### src/rtl/sine_wave_pkg.sv
`default_nettype none
// ============================================================================
// Package     : sine_wave_pkg
// Description : Shared definitions for the DDS sine source: quadrant encoding,
//               quarter-wave ROM sizing helpers and the elaboration-time
//               function that computes the quarter-wave magnitude table.
// Revision    : 1.0 - initial release
// ============================================================================
package sine_wave_pkg;

  // Top two phase bits select the quadrant of the sine period.
  typedef enum logic [1:0] {
    QUAD_RISE     = 2'd0,  // M + Q[a]
    QUAD_FALL     = 2'd1,  // M + Q[N-a]
    QUAD_NEG_FALL = 2'd2,  // M - Q[a]
    QUAD_NEG_RISE = 2'd3   // M - Q[N-a]
  } quadrant_e;

  localparam real PI = 3.14159265358979323846;

  // Number of quarter-wave steps N for a given phase width.
  function automatic int quarter_steps(input int phase_width);
    return 2 ** (phase_width - 2);
  endfunction

  // Peak amplitude A = M - 1, so the full-scale output never reaches 0.
  function automatic int amplitude(input int data_width);
    return 2 ** (data_width - 1) - 1;
  endfunction

  // Q[k] = round(A * sin(pi*k / (2N))), k in 0..N. The argument never
  // leaves the first quadrant, so the value is non-negative and a plain
  // +0.5 truncation is round-half-away-from-zero. Used only for constants.
  function automatic int quarter_sine(input int k, input int n, input int amp);
    real x;
    x = real'(amp) * $sin(PI * real'(k) / (2.0 * real'(n)));
    return $rtoi(x + 0.5);
  endfunction

endpackage : sine_wave_pkg
`default_nettype wire

### src/rtl/sine_wave_gen_if.sv
`default_nettype none
// ============================================================================
// Interface   : sine_wave_gen_if
// Description : Tuning-word input and sample output of the DDS sine source.
//   freq_control : phase increment per clock (driven by master)
//   sine_out     : registered offset-binary sine sample (driven by slave)
// Revision    : 1.0 - initial release
// ============================================================================
interface sine_wave_gen_if #(
  parameter int PHASE_WIDTH = 10,
  parameter int DATA_WIDTH  = 8
);
  logic [PHASE_WIDTH-1:0] freq_control;
  logic [DATA_WIDTH-1:0]  sine_out;

  modport master (output freq_control, input sine_out);
  modport slave  (input freq_control, output sine_out);
endinterface : sine_wave_gen_if
`default_nettype wire

### src/rtl/sine_quarter_rom.sv
`default_nettype none
// ============================================================================
// Module      : sine_quarter_rom
// Description : Combinational quarter-wave sine magnitude lookup, N+1 entries
//               (index 0..N inclusive, Q[0]=0, Q[N]=A). Contents are computed
//               at elaboration from the package function.
//   index     in  PHASE_WIDTH-1  table index, valid range 0..N
//   magnitude out DATA_WIDTH-1   Q[index]
// Revision    : 1.0 - initial release
// ============================================================================
module sine_quarter_rom
  import sine_wave_pkg::*;
#(
  parameter int PHASE_WIDTH = 10,
  parameter int DATA_WIDTH  = 8
) (
  input  logic [PHASE_WIDTH-2:0] index,
  output logic [DATA_WIDTH-2:0]  magnitude
);

  localparam int STEPS = quarter_steps(PHASE_WIDTH);
  localparam int AMP   = amplitude(DATA_WIDTH);

  logic [DATA_WIDTH-2:0] rom [0:STEPS];

  for (genvar k = 0; k <= STEPS; k++) begin : g_rom
    localparam int QVAL = quarter_sine(k, STEPS, AMP);
    assign rom[k] = QVAL[DATA_WIDTH-2:0];
  end

  // The top never presents an index above N (mirror of a=0 gives exactly N).
  assign magnitude = rom[index];

endmodule : sine_quarter_rom
`default_nettype wire

### src/rtl/sine_wave_gen.sv
`default_nettype none
// ============================================================================
// Module      : sine_wave_gen
// Description : Direct digital synthesis sine source. A phase accumulator
//               advances by freq_control every clock; its value addresses a
//               quarter-wave ROM whose output is unfolded by quadrant symmetry
//               into an unsigned offset-binary sample.
//               f_out = f_clk * freq_control / 2**PHASE_WIDTH.
//   clk        in  1   system clock, rising edge
//   reset      in  1   asynchronous active-low reset
//   bus        slave   freq_control (in), sine_out (out, registered)
// Revision    : 1.0 - initial release
// ============================================================================
module sine_wave_gen
  import sine_wave_pkg::*;
#(
  parameter int PHASE_WIDTH = 10,
  parameter int DATA_WIDTH  = 8
) (
  input  logic            clk,
  input  logic            reset,
  sine_wave_gen_if.slave  bus
);

  if (PHASE_WIDTH < 4 || DATA_WIDTH < 2) begin : g_param_check
    $error("sine_wave_gen: PHASE_WIDTH must be >= 4 and DATA_WIDTH >= 2");
  end

  localparam logic [PHASE_WIDTH-2:0] QUARTER_IDX = (PHASE_WIDTH-1)'(quarter_steps(PHASE_WIDTH));
  localparam logic [DATA_WIDTH-1:0]  MIDSCALE    = {1'b1, {(DATA_WIDTH-1){1'b0}}};

  logic [PHASE_WIDTH-1:0] acc;
  logic [DATA_WIDTH-1:0]  sample;
  logic [DATA_WIDTH-1:0]  sample_next;
  quadrant_e              quad;
  logic [PHASE_WIDTH-3:0] frac;
  logic [PHASE_WIDTH-2:0] rom_index;
  logic [DATA_WIDTH-2:0]  magnitude;

  assign quad = quadrant_e'(acc[PHASE_WIDTH-1:PHASE_WIDTH-2]);
  assign frac = acc[PHASE_WIDTH-3:0];

  // Falling quadrants read the table backwards; a=0 mirrors to index N,
  // which is why the table carries N+1 entries.
  always_comb begin
    rom_index = {1'b0, frac};
    if (quad == QUAD_FALL || quad == QUAD_NEG_RISE) begin
      rom_index = QUARTER_IDX - {1'b0, frac};
    end
  end

  sine_quarter_rom #(
    .PHASE_WIDTH (PHASE_WIDTH),
    .DATA_WIDTH  (DATA_WIDTH)
  ) u_rom (
    .index     (rom_index),
    .magnitude (magnitude)
  );

  // Negative half-period subtracts from midscale. Since Q never exceeds
  // M-1, the result stays within 1..2M-1 with no wrap.
  always_comb begin
    sample_next = MIDSCALE + {1'b0, magnitude};
    if (quad == QUAD_NEG_FALL || quad == QUAD_NEG_RISE) begin
      sample_next = MIDSCALE - {1'b0, magnitude};
    end
  end

  // Sample uses the pre-update phase, giving one cycle of acc->out latency.
  always_ff @(posedge clk or negedge reset) begin
    if (!reset) begin
      acc    <= '0;
      sample <= MIDSCALE;
    end else begin
      acc    <= acc + bus.freq_control;
      sample <= sample_next;
    end
  end

  assign bus.sine_out = sample;

endmodule : sine_wave_gen
`default_nettype wire

### src/flat_wrapper.sv
// flat-port wrapper written by rule: the top's interface ports become plain ports
module sine_wave_gen_flat import sine_wave_pkg::*;
#(
  parameter int PHASE_WIDTH = 10,
  parameter int DATA_WIDTH  = 8
)
  (clk, reset, bus_freq_control, bus_sine_out);
  sine_wave_gen_if #(.PHASE_WIDTH(PHASE_WIDTH), .DATA_WIDTH(DATA_WIDTH)) bus_i ();
  input  logic clk;
  input  logic reset;
  input wire logic [$bits(bus_i.freq_control)-1:0] bus_freq_control;
  output wire logic [$bits(bus_i.sine_out)-1:0] bus_sine_out;
  assign bus_i.freq_control = bus_freq_control;
  assign bus_sine_out = bus_i.sine_out;
  sine_wave_gen #(.PHASE_WIDTH(PHASE_WIDTH), .DATA_WIDTH(DATA_WIDTH)) u_core (.clk(clk), .reset(reset), .bus(bus_i));
endmodule
### config.mk
export PLATFORM = sky130hd
export DESIGN_NAME = sine_wave_gen_flat
export DESIGN_NICKNAME = d
export VERILOG_FILES = /design/src/rtl/sine_wave_pkg.sv /design/src/rtl/sine_wave_gen_if.sv /design/src/rtl/sine_quarter_rom.sv /design/src/rtl/sine_wave_gen.sv /design/src/flat_wrapper.sv
export SDC_FILE = /design/constraint.sdc
export NUM_CORES = 1
export LEC_CHECK = 0
export CELL_PAD_IN_SITES_DETAIL_PLACEMENT = 0
export CELL_PAD_IN_SITES_GLOBAL_PLACEMENT = 2
export CORE_ASPECT_RATIO = 1.5
export CORE_MARGIN = 2
export CORE_UTILIZATION = 36
export CTS_CLUSTER_SIZE = 16
export DETAILED_ROUTE_END_ITERATION = 6
export PLACE_DENSITY = 0.9
export SETUP_SLACK_MARGIN = 0.2
export SYNTH_ARGS = -nofsm -noshare
export SYNTH_HDL_FRONTEND = slang
export SYNTH_SLANG_ARGS = --single-unit
### constraint.sdc
create_clock -name clk -period 5 [get_ports clk]
set_input_delay 1 -clock clk [delete_from_list [all_inputs] [get_ports clk]]
set_output_delay 1 -clock clk [all_outputs]
set_load 0.01 [all_outputs]
==> summary.txt, run 1 <==
Outcome
  • Status: finished, final reports clean

Routing
  • Met1 wire length: 4.31 mm
  • Iteration-0 DRC Markers: 327
  • Routed vias/inst: 6.27
  • Met3 Wirelength: 432 um
  • Met2 wirelength from detailed routing: 5.38 mm
  • Via count: 3547
  • Routed wire length: 10.9 mm
  • Post-detailed-route DRC marker count: 0
  • DRT antenna net count: 0
  • Wire length per cell: 19.2 um
  • Total iterations of the first detailed-routing run: 5
  • Highest signal layer in the routed design: met4

Timing
  • Final hold violation count: 0
  • Rel. slew slack: 0.343
  • Clock Skew: 1.02 ps
  • Maximum operating frequency: 232 MHz
  • Final setup vio count: 0
  • Post-layout minimum cycle time: 4300 ps
  • Total negative slack: 0 ps
  • Max-slew violations: 0
  • Worst Tran Pin Value: 973 ps
  • Final period utilization: 0.861
  • Unrepaired setup endpoints after global routing: no

Clock network
  • CTS root buffer: sky130_fd_sc_hd__clkbuf_16
  • Number of clock buffers inserted by TritonCTS: 3
  • TritonCTS clock tree: done
  • Post-CTS resize count: 0
  • Number of buffers on the longest clock path: 2
  • CTS hold repair buffers: 0
  • Total clock sinks: 18
  • Setup Buffers After CTS: 0
  • CTS H-tree lvls: 1
  • Clock-pin slew on the worst setup and hold paths: 50 ps
  • Clock latency on the worst-skew pair: 260 ps

Layout
  • Count of non-filler cells in the finished layout: 566
  • Fin nets: 487
  • Post-Route Utilization: 0.413
  • Layout area overhead: 11.1%
  • Area of all placed cells without fillers: 0.00367 mm2
  • Number of diodes: 0
  • Layout cell share with drive strength beyond 1: 0.101

Synth
  • Warnings from Yosys: 0
  • Syn Nets: 486
  • Part of the Yosys area used for sequential elements: 0.137
  • Commonest register cell after synthesis: sky130_fd_sc_hd__dfrtp_1
  • Synth Instances: 456
  • Post-Syn Area: 0.00330 mm2
  • Proportion of synthesized flip-flops having asynchronous set or reset: 1.00
  • Flop and latch count out of synthesis: 18
  • Syn avg cell area: 7.24 um2
  • Number of enable flip-flop cells after synthesis: 0
  • Count of unique library cells instantiated by Yosys: 71

Critical path
  • Endpoint kind of the worst setup timing path: flop
  • Setup crit start kind: flop
  • Highest net fanout along the worst path: 7
  • Crit path required time: 5180 ps
  • Data arrival, critical path: 4490 ps
  • Cell family with the largest share of critical-path delay: compound AO/OA/AOI/OAI gates
  • Critical path cell sequence: inv_1 > ha_1 > nand2_1 > o21ai_1 > inv_1 > ha_1 > nor2_1 > nand2_1 > o2bb2ai_1 > a21oi_1 > o22ai_1 > a221oi_1 > o22ai_1 > nor2_1 > ha_1 > nand2_1 > o31ai_1 > xor2_1
  • Worst path slowest cell: sky130_fd_sc_hd__ha_1
  • Largest incremental delay on the critical path: 420 ps
  • Start-to-end type of the worst setup path: flop to flop
  • Worst path bufs/invs: 2

Die
  • Number of top-level pins: 20
  • Horizontal die dimension: 82.2 um
  • Starting density of the core: 0.372
  • Die height: 121 um
  • Area of the core: 0.00888 mm2
  • Die area: 0.00997 mm2
  • Number of placement rows: 42

Flow run
  • Max cap viols: 0

GRT
  • Wire length of the first global-routing pass: 18.1 mm
  • Overflow left after global routing: 0
  • Via count of the first global-routing pass: 3611
  • Pin count of the biggest net entering global routing: 47
  • Global routing usage summed across all routing layers: 0.234
  • Antenna violations before repair: 0

Placement
  • Routability congestion estimate from global placement: 0.892
  • Total of buffers placed on input and output ports: 19
  • Total half-perimeter wirelength after legalization and detailed placement: 7.99 mm
  • Total instance count after detailed placement: 562
  • Cell area after placement: 0.00358 mm2

Hold path
  • Kind of path behind the tightest hold check: flop to flop
## tightest hold or removal path, cell delays in order, from the launching register on
cell and delay, ps:
sky130_fd_sc_hd__dfrtp_1 460, sky130_fd_sc_hd__o41ai_2 100, sky130_fd_sc_hd__xor2_1 60
## layout by cell type, fill, tap and decap left out, types with 4 or more instances in the layout
| cell | netlist | final |
|---|---|---|
| sky130_fd_sc_hd__nor3_1 | 15 | 15 |
| sky130_fd_sc_hd__nor4_1 | 4 | 4 |
| sky130_fd_sc_hd__nand3_1 | 8 | 8 |
| sky130_fd_sc_hd__a211o_1 | 4 | 4 |
| sky130_fd_sc_hd__buf_4 | 1 | 23 |
| sky130_fd_sc_hd__nor2b_1 | 11 | 11 |
| sky130_fd_sc_hd__xor2_1 | 10 | 9 |
| sky130_fd_sc_hd__o211ai_1 | 12 | 12 |
| sky130_fd_sc_hd__o21ai_0 | 28 | 28 |
| sky130_fd_sc_hd__clkdlybuf4s50_1 | 0 | 19 |
| sky130_fd_sc_hd__nand2b_1 | 7 | 7 |
| sky130_fd_sc_hd__o221ai_1 | 4 | 4 |
| sky130_fd_sc_hd__a31oi_1 | 8 | 8 |
| sky130_fd_sc_hd__o22ai_1 | 9 | 9 |
| sky130_fd_sc_hd__a211oi_1 | 7 | 7 |
| sky130_fd_sc_hd__o31ai_1 | 8 | 8 |
| sky130_fd_sc_hd__inv_1 | 19 | 19 |
| sky130_fd_sc_hd__o21bai_1 | 5 | 5 |
| sky130_fd_sc_hd__dfrtp_1 | 17 | 17 |
| sky130_fd_sc_hd__a21oi_1 | 42 | 42 |
| sky130_fd_sc_hd__xnor2_1 | 23 | 23 |
| sky130_fd_sc_hd__nor2_1 | 27 | 27 |
| sky130_fd_sc_hd__or2_2 | 4 | 4 |
| sky130_fd_sc_hd__mux2i_1 | 10 | 10 |
| sky130_fd_sc_hd__ha_1 | 17 | 17 |
| sky130_fd_sc_hd__a2111oi_0 | 4 | 4 |
| sky130_fd_sc_hd__nand2_1 | 42 | 42 |
## state kept, by name, summed over array words and instances (netlist names)
register / flops
u_core.acc: 10
u_core.bus.sine_out: 8
## synthesized netlist by cell type, types with 4 or more instances
| cell type | instances | share of area |
|---|---|---|
| sky130_fd_sc_hd__a31oi_1 | 8 | 0.015 |
| sky130_fd_sc_hd__nand2b_1 | 7 | 0.013 |
| sky130_fd_sc_hd__ha_1 | 17 | 0.064 |
| sky130_fd_sc_hd__nor4_1 | 4 | 0.0076 |
| sky130_fd_sc_hd__or2_2 | 4 | 0.0076 |
| sky130_fd_sc_hd__o221ai_1 | 4 | 0.011 |
| sky130_fd_sc_hd__a2111oi_0 | 4 | 0.011 |
| sky130_fd_sc_hd__mux2i_1 | 10 | 0.030 |
| sky130_fd_sc_hd__nand2_1 | 42 | 0.048 |
| sky130_fd_sc_hd__inv_1 | 19 | 0.022 |
| sky130_fd_sc_hd__a21oi_1 | 42 | 0.064 |
| sky130_fd_sc_hd__nor2_1 | 27 | 0.031 |
| sky130_fd_sc_hd__o21bai_1 | 5 | 0.011 |
| sky130_fd_sc_hd__dfrtp_1 | 17 | 0.13 |
| sky130_fd_sc_hd__a211oi_1 | 7 | 0.016 |
| sky130_fd_sc_hd__o211ai_1 | 12 | 0.027 |
| sky130_fd_sc_hd__nor3_1 | 15 | 0.023 |
| sky130_fd_sc_hd__buf_2 | 12 | 0.018 |
| sky130_fd_sc_hd__a211o_1 | 4 | 0.011 |
| sky130_fd_sc_hd__o31ai_1 | 8 | 0.018 |
| sky130_fd_sc_hd__buf_6 | 5 | 0.017 |
| sky130_fd_sc_hd__nand3_1 | 8 | 0.012 |
| sky130_fd_sc_hd__clkbuf_1 | 27 | 0.031 |
| sky130_fd_sc_hd__o21ai_0 | 28 | 0.042 |
| sky130_fd_sc_hd__o22ai_1 | 9 | 0.017 |
| sky130_fd_sc_hd__xor2_1 | 10 | 0.027 |
| sky130_fd_sc_hd__xnor2_1 | 23 | 0.061 |
| sky130_fd_sc_hd__nor2b_1 | 11 | 0.021 |
## cells by family (layout without fill, tap and decap cells)
kind of cell | after synthesis | after routing | synth area share
buffers and inverters | 65 | 65 | 0.0909
adders and majority gates | 20 | 20 | 0.0765
DFF | 18 | 18 | 0.137
muxes | 12 | 12 | 0.0371
xor gates and xnor gates | 33 | 33 | 0.0875
and+or+nand+nor | 130 | 130 | 0.189
AOI/OAI and AO/OA | 178 | 178 | 0.382
## through the flow
| stage | hold slack (ps) | setup slack (ps) |
|---|---|---|
| 6_report | 668 | 697 |
| 5_1_grt | 684 | 208 |
| 4_1_cts | 674 | 719 |
| 3_5_place_dp | 668 | 744 |
| 3_3_place_gp | 658 | 931 |
| 2_1_floorplan | 579 | 1240 |
## area by class of cell
type / instances / area [um2]
Fill cell: 926 / 5210
Timing Repair Buffer: 42 / 363
Sequential cell: 18 / 452
Inverter: 19 / 71.3
Clock buffer: 4 / 88.8
Tap cell: 110 / 138
Multi-Input combinational cell: 373 / 2560
## final timing paths
path,start,to,slack [ps],depth (start not counted)
worst max-delay path,u_core.acc[1],u_core.bus.sine_out[6],700,18
worst min-delay path,u_core.acc[9],u_core.bus.sine_out[5],670,2
worst max register to register,u_core.acc[1],u_core.bus.sine_out[6],700,18
worst min register to register,u_core.acc[9],u_core.bus.sine_out[5],670,2
max in group asynchronous,reset,u_core.acc[0],3280,1
min in group asynchronous,reset,u_core.bus.sine_out[1],1210,1
## routing by layer
metal	up-vias	track usage
li1	1703	-
met1	1672	0.282
met2	127	0.379
met3	45	0.0156
met4	0	0.173
met5	-	0
Power of run 1 is not shown: default switching activity piles up to over one toggle a cycle in this logic, so the estimate is an artifact.
==> run 2, diff against run 1 <==
--- a/config.mk
+++ b/config.mk
@@ -7,10 +7,10 @@
 export LEC_CHECK = 0
 export CELL_PAD_IN_SITES_DETAIL_PLACEMENT = 0
 export CELL_PAD_IN_SITES_GLOBAL_PLACEMENT = 2
-export CORE_ASPECT_RATIO = 1.5
+export CORE_ASPECT_RATIO = 2
 export CORE_MARGIN = 2
 export CORE_UTILIZATION = 36
-export CTS_CLUSTER_SIZE = 16
+export CTS_CLUSTER_SIZE = 28
 export DETAILED_ROUTE_END_ITERATION = 6
 export PLACE_DENSITY = 0.9
 export SETUP_SLACK_MARGIN = 0.2
==> run 2 against run 1 <==
  * Critical path depth unchanged
  * Register-to-register slack about the same
  * Via count increased by 1.7%
  * Critical endpoint unchanged
==> summary.txt, run 2 (synthesis results as in run 1) <==
Outcome
  • Status: finished, final reports clean

Layout
  • Flip-flop count of the largest register, all copies and words added: 10 (unchanged)
  • Fin nets: 487 (unchanged)
  • Layout cell share with drive strength beyond 1: 0.103 (+0.00219)
  • Register with the most flip-flops: u_core.acc
  • Layout area overhead: 10.9%
  • Commonest cells after routing, fill and taps aside: 42 x sky130_fd_sc_hd__nand2_1, 42 x sky130_fd_sc_hd__a21oi_1, 28 x sky130_fd_sc_hd__o21ai_0
  • Number of diodes: 0 (unchanged)
  • Count of non-filler cells in the finished layout: 558 (-1.4%)

GRT
  • Via count of the first global-routing pass: 3616 (+0.14%)
  • Overflow left after global routing: 0 (unchanged)
  • Met2 routing resource usage after global routing: 0.415 (+0.0362)
  • Met3 usage: 0.0188 (+0.00320)
  • Pin count of the biggest net entering global routing: 26 (-45%)
  • Antenna violations before repair: 0 (unchanged)
  • Wire length of the first global-routing pass: 18.9 mm (+4.7%)
  • Global-route track usage on met1: 0.265 (-0.0166)
  • Global routing usage summed across all routing layers: 0.239 (+0.00452)
  • Highest-utilization routing layer at the global route stage: met2

Timing
  • Final hold violation count: 0 (unchanged)
  • Maximum operating frequency: 232 MHz (about the same)
  • Final period utilization: 0.861 (about the same)
  • Final setup vio count: 0 (unchanged)
  • Total negative slack: 0 ps (unchanged)
  • Rel. slew slack: 0.199 (-0.144)
  • Post-layout minimum cycle time: 4300 ps (+1.32 ps)
  • Worst Tran Pin Value: 1200 ps (+228 ps)
  • Clock Skew: 2.42 ps (+1.40 ps)
  • Unrepaired setup endpoints after global routing: no
  • Max-slew violations: 0 (unchanged)
  • Fin Hold WS: 682 ps (+14.6 ps)

Critical path
  • Start-to-end type of the worst setup path: flop to flop
  • Worst Reg2Reg Path Length in Cells: 18 (unchanged)
  • Endpoint kind of the worst setup timing path: flop
  • Register-to-register setup slack: 700 ps (about the same)
  • Setup crit start kind: flop
  • Crit path required time: 5180 ps (about the same)
  • Worst path slowest cell: sky130_fd_sc_hd__ha_1
  • Reg-to-Reg Start: u_core.acc[1]
  • R2R Path End: u_core.bus.sine_out[6]
  • Data arrival, critical path: 4490 ps (about the same)
  • Largest incremental delay on the critical path: 460 ps (+40 ps)
  • Critical path cell sequence: inv_1 > ha_1 > nand2_1 > o21ai_2 > inv_1 > ha_1 > nor2_1 > nand2_1 > o2bb2ai_1 > a21oi_1 > o22ai_1 > a221oi_1 > o22ai_1 > nor2_1 > ha_1 > nand2_1 > o31ai_1 > xor2_1
  • Highest net fanout along the worst path: 7 (unchanged)

Routing
  • DRT antenna net count: 0 (unchanged)
  • Via count: 3606 (+1.7%)
  • Total iterations of the first detailed-routing run: 5 (unchanged)
  • Post-detailed-route DRC marker count: 0 (unchanged)
  • Routed vias/inst: 6.46 (+3.1%)
  • Iteration-0 DRC Markers: 330 (+0.92%)
  • Routed wire length: 11.6 mm (+6.7%)
  • Wire length per cell: 20.8 um (+8.3%)

Die
  • Starting density of the core: 0.369 (-0.00291)
  • Number of placement rows: 49 (+17%)
  • Horizontal die dimension: 71.7 um (-13%)
  • Area of the core: 0.00895 mm2 (+0.79%)
  • Die area: 0.0100 mm2 (+0.31%)
  • Die height: 139 um (+15%)
  • Number of top-level pins: 20 (unchanged)

Clock network
  • Number of buffers on the longest clock path: 2 (unchanged)
  • CTS root buffer: sky130_fd_sc_hd__clkbuf_16
  • Total clock sinks: 18 (unchanged)
  • Number of clock buffers inserted by TritonCTS: 3 (unchanged)
  • Clock latency on the worst-skew pair: 250 ps (about the same)
  • Clock-pin slew on the worst setup and hold paths: 50 ps (about the same)
  • TritonCTS clock tree: done
  • CTS H-tree lvls: 1 (unchanged)

Placement
  • Total half-perimeter wirelength after legalization and detailed placement: 8.64 mm (+8.1%)
  • Total instance count after detailed placement: 554 (-1.4%)
  • Total of buffers placed on input and output ports: 19 (unchanged)
  • Routability congestion estimate from global placement: 0.896 (+0.53%)

Hold path
  • Hold Path End: u_core.bus.sine_out[2]
  • Hold Path Origin: u_core.acc[9]
  • Number of stages on the worst hold path: 2 (unchanged)
  • Kind of path behind the tightest hold check: flop to flop

Flow run
  • Max cap viols: 0 (unchanged)
run 2: final cells by class:
type | count | area, um2
Tap cell | 102 | 128
Timing Repair Buffer | 42 | 363
Sequential cell | 18 | 452
Inverter | 19 | 71.3
Multi-Input combinational cell | 373 | 2560
Fill cell | 955 | 5290
Clock buffer | 4 | 88.8
run 2: what timing repair did:
action / in CTS / in global routing
endpoints found under the setup margin: 0 / 2
setup buffers: 0 / 0
gates resized for setup: 0 / 1
endpoints found under the hold margin: 0 / 0
hold buffers: 0 / 0
run 2: per-stage QoR:
step           setup WS, ps   util  instance area (um2)
3_3_place_gp            482  0.399                 3570
6_report                696  0.409                 3660
5_1_grt                 328  0.409                 3660
3_5_place_dp            523  0.399                 3570
2_1_floorplan          1240      -                 3300
4_1_cts                 491  0.409                 3660
run 2: per-layer routing:
metal | part of all wire | vias up
met3 | 0.042 | 50
li1 | - | 1695
met2 | 0.53 | 159
met5 | 0 | -
met1 | 0.36 | 1702
met4 | 0.066 | 0
run 2: worst max-delay path by stage:
stage | from | to | slack [ps] | depth (start not counted)
floorplan | u_core.acc[0] | u_core.bus.sine_out[6] | 1240 | 19
global placement | u_core.acc[1] | u_core.bus.sine_out[6] | 480 | 18
detailed placement | u_core.acc[1] | u_core.bus.sine_out[6] | 520 | 18
CTS | u_core.acc[1] | u_core.bus.sine_out[6] | 490 | 18
global route | u_core.acc[1] | u_core.bus.sine_out[6] | 330 | 18
finish | u_core.acc[1] | u_core.bus.sine_out[6] | 700 | 18
run 2: critical path, delay by kind of cell, from the launching register on:
kind,cells,cell delay (ps)
buffers and inverters,2,380
adder cells (fa/ha/maj),3,990
flip-flops,1,350
AO/OA/AOI/OAI,7,1510
AND/OR/NAND/NOR,5,850
XOR/XNOR,1,160
Power of run 2 is left out for the same reason.
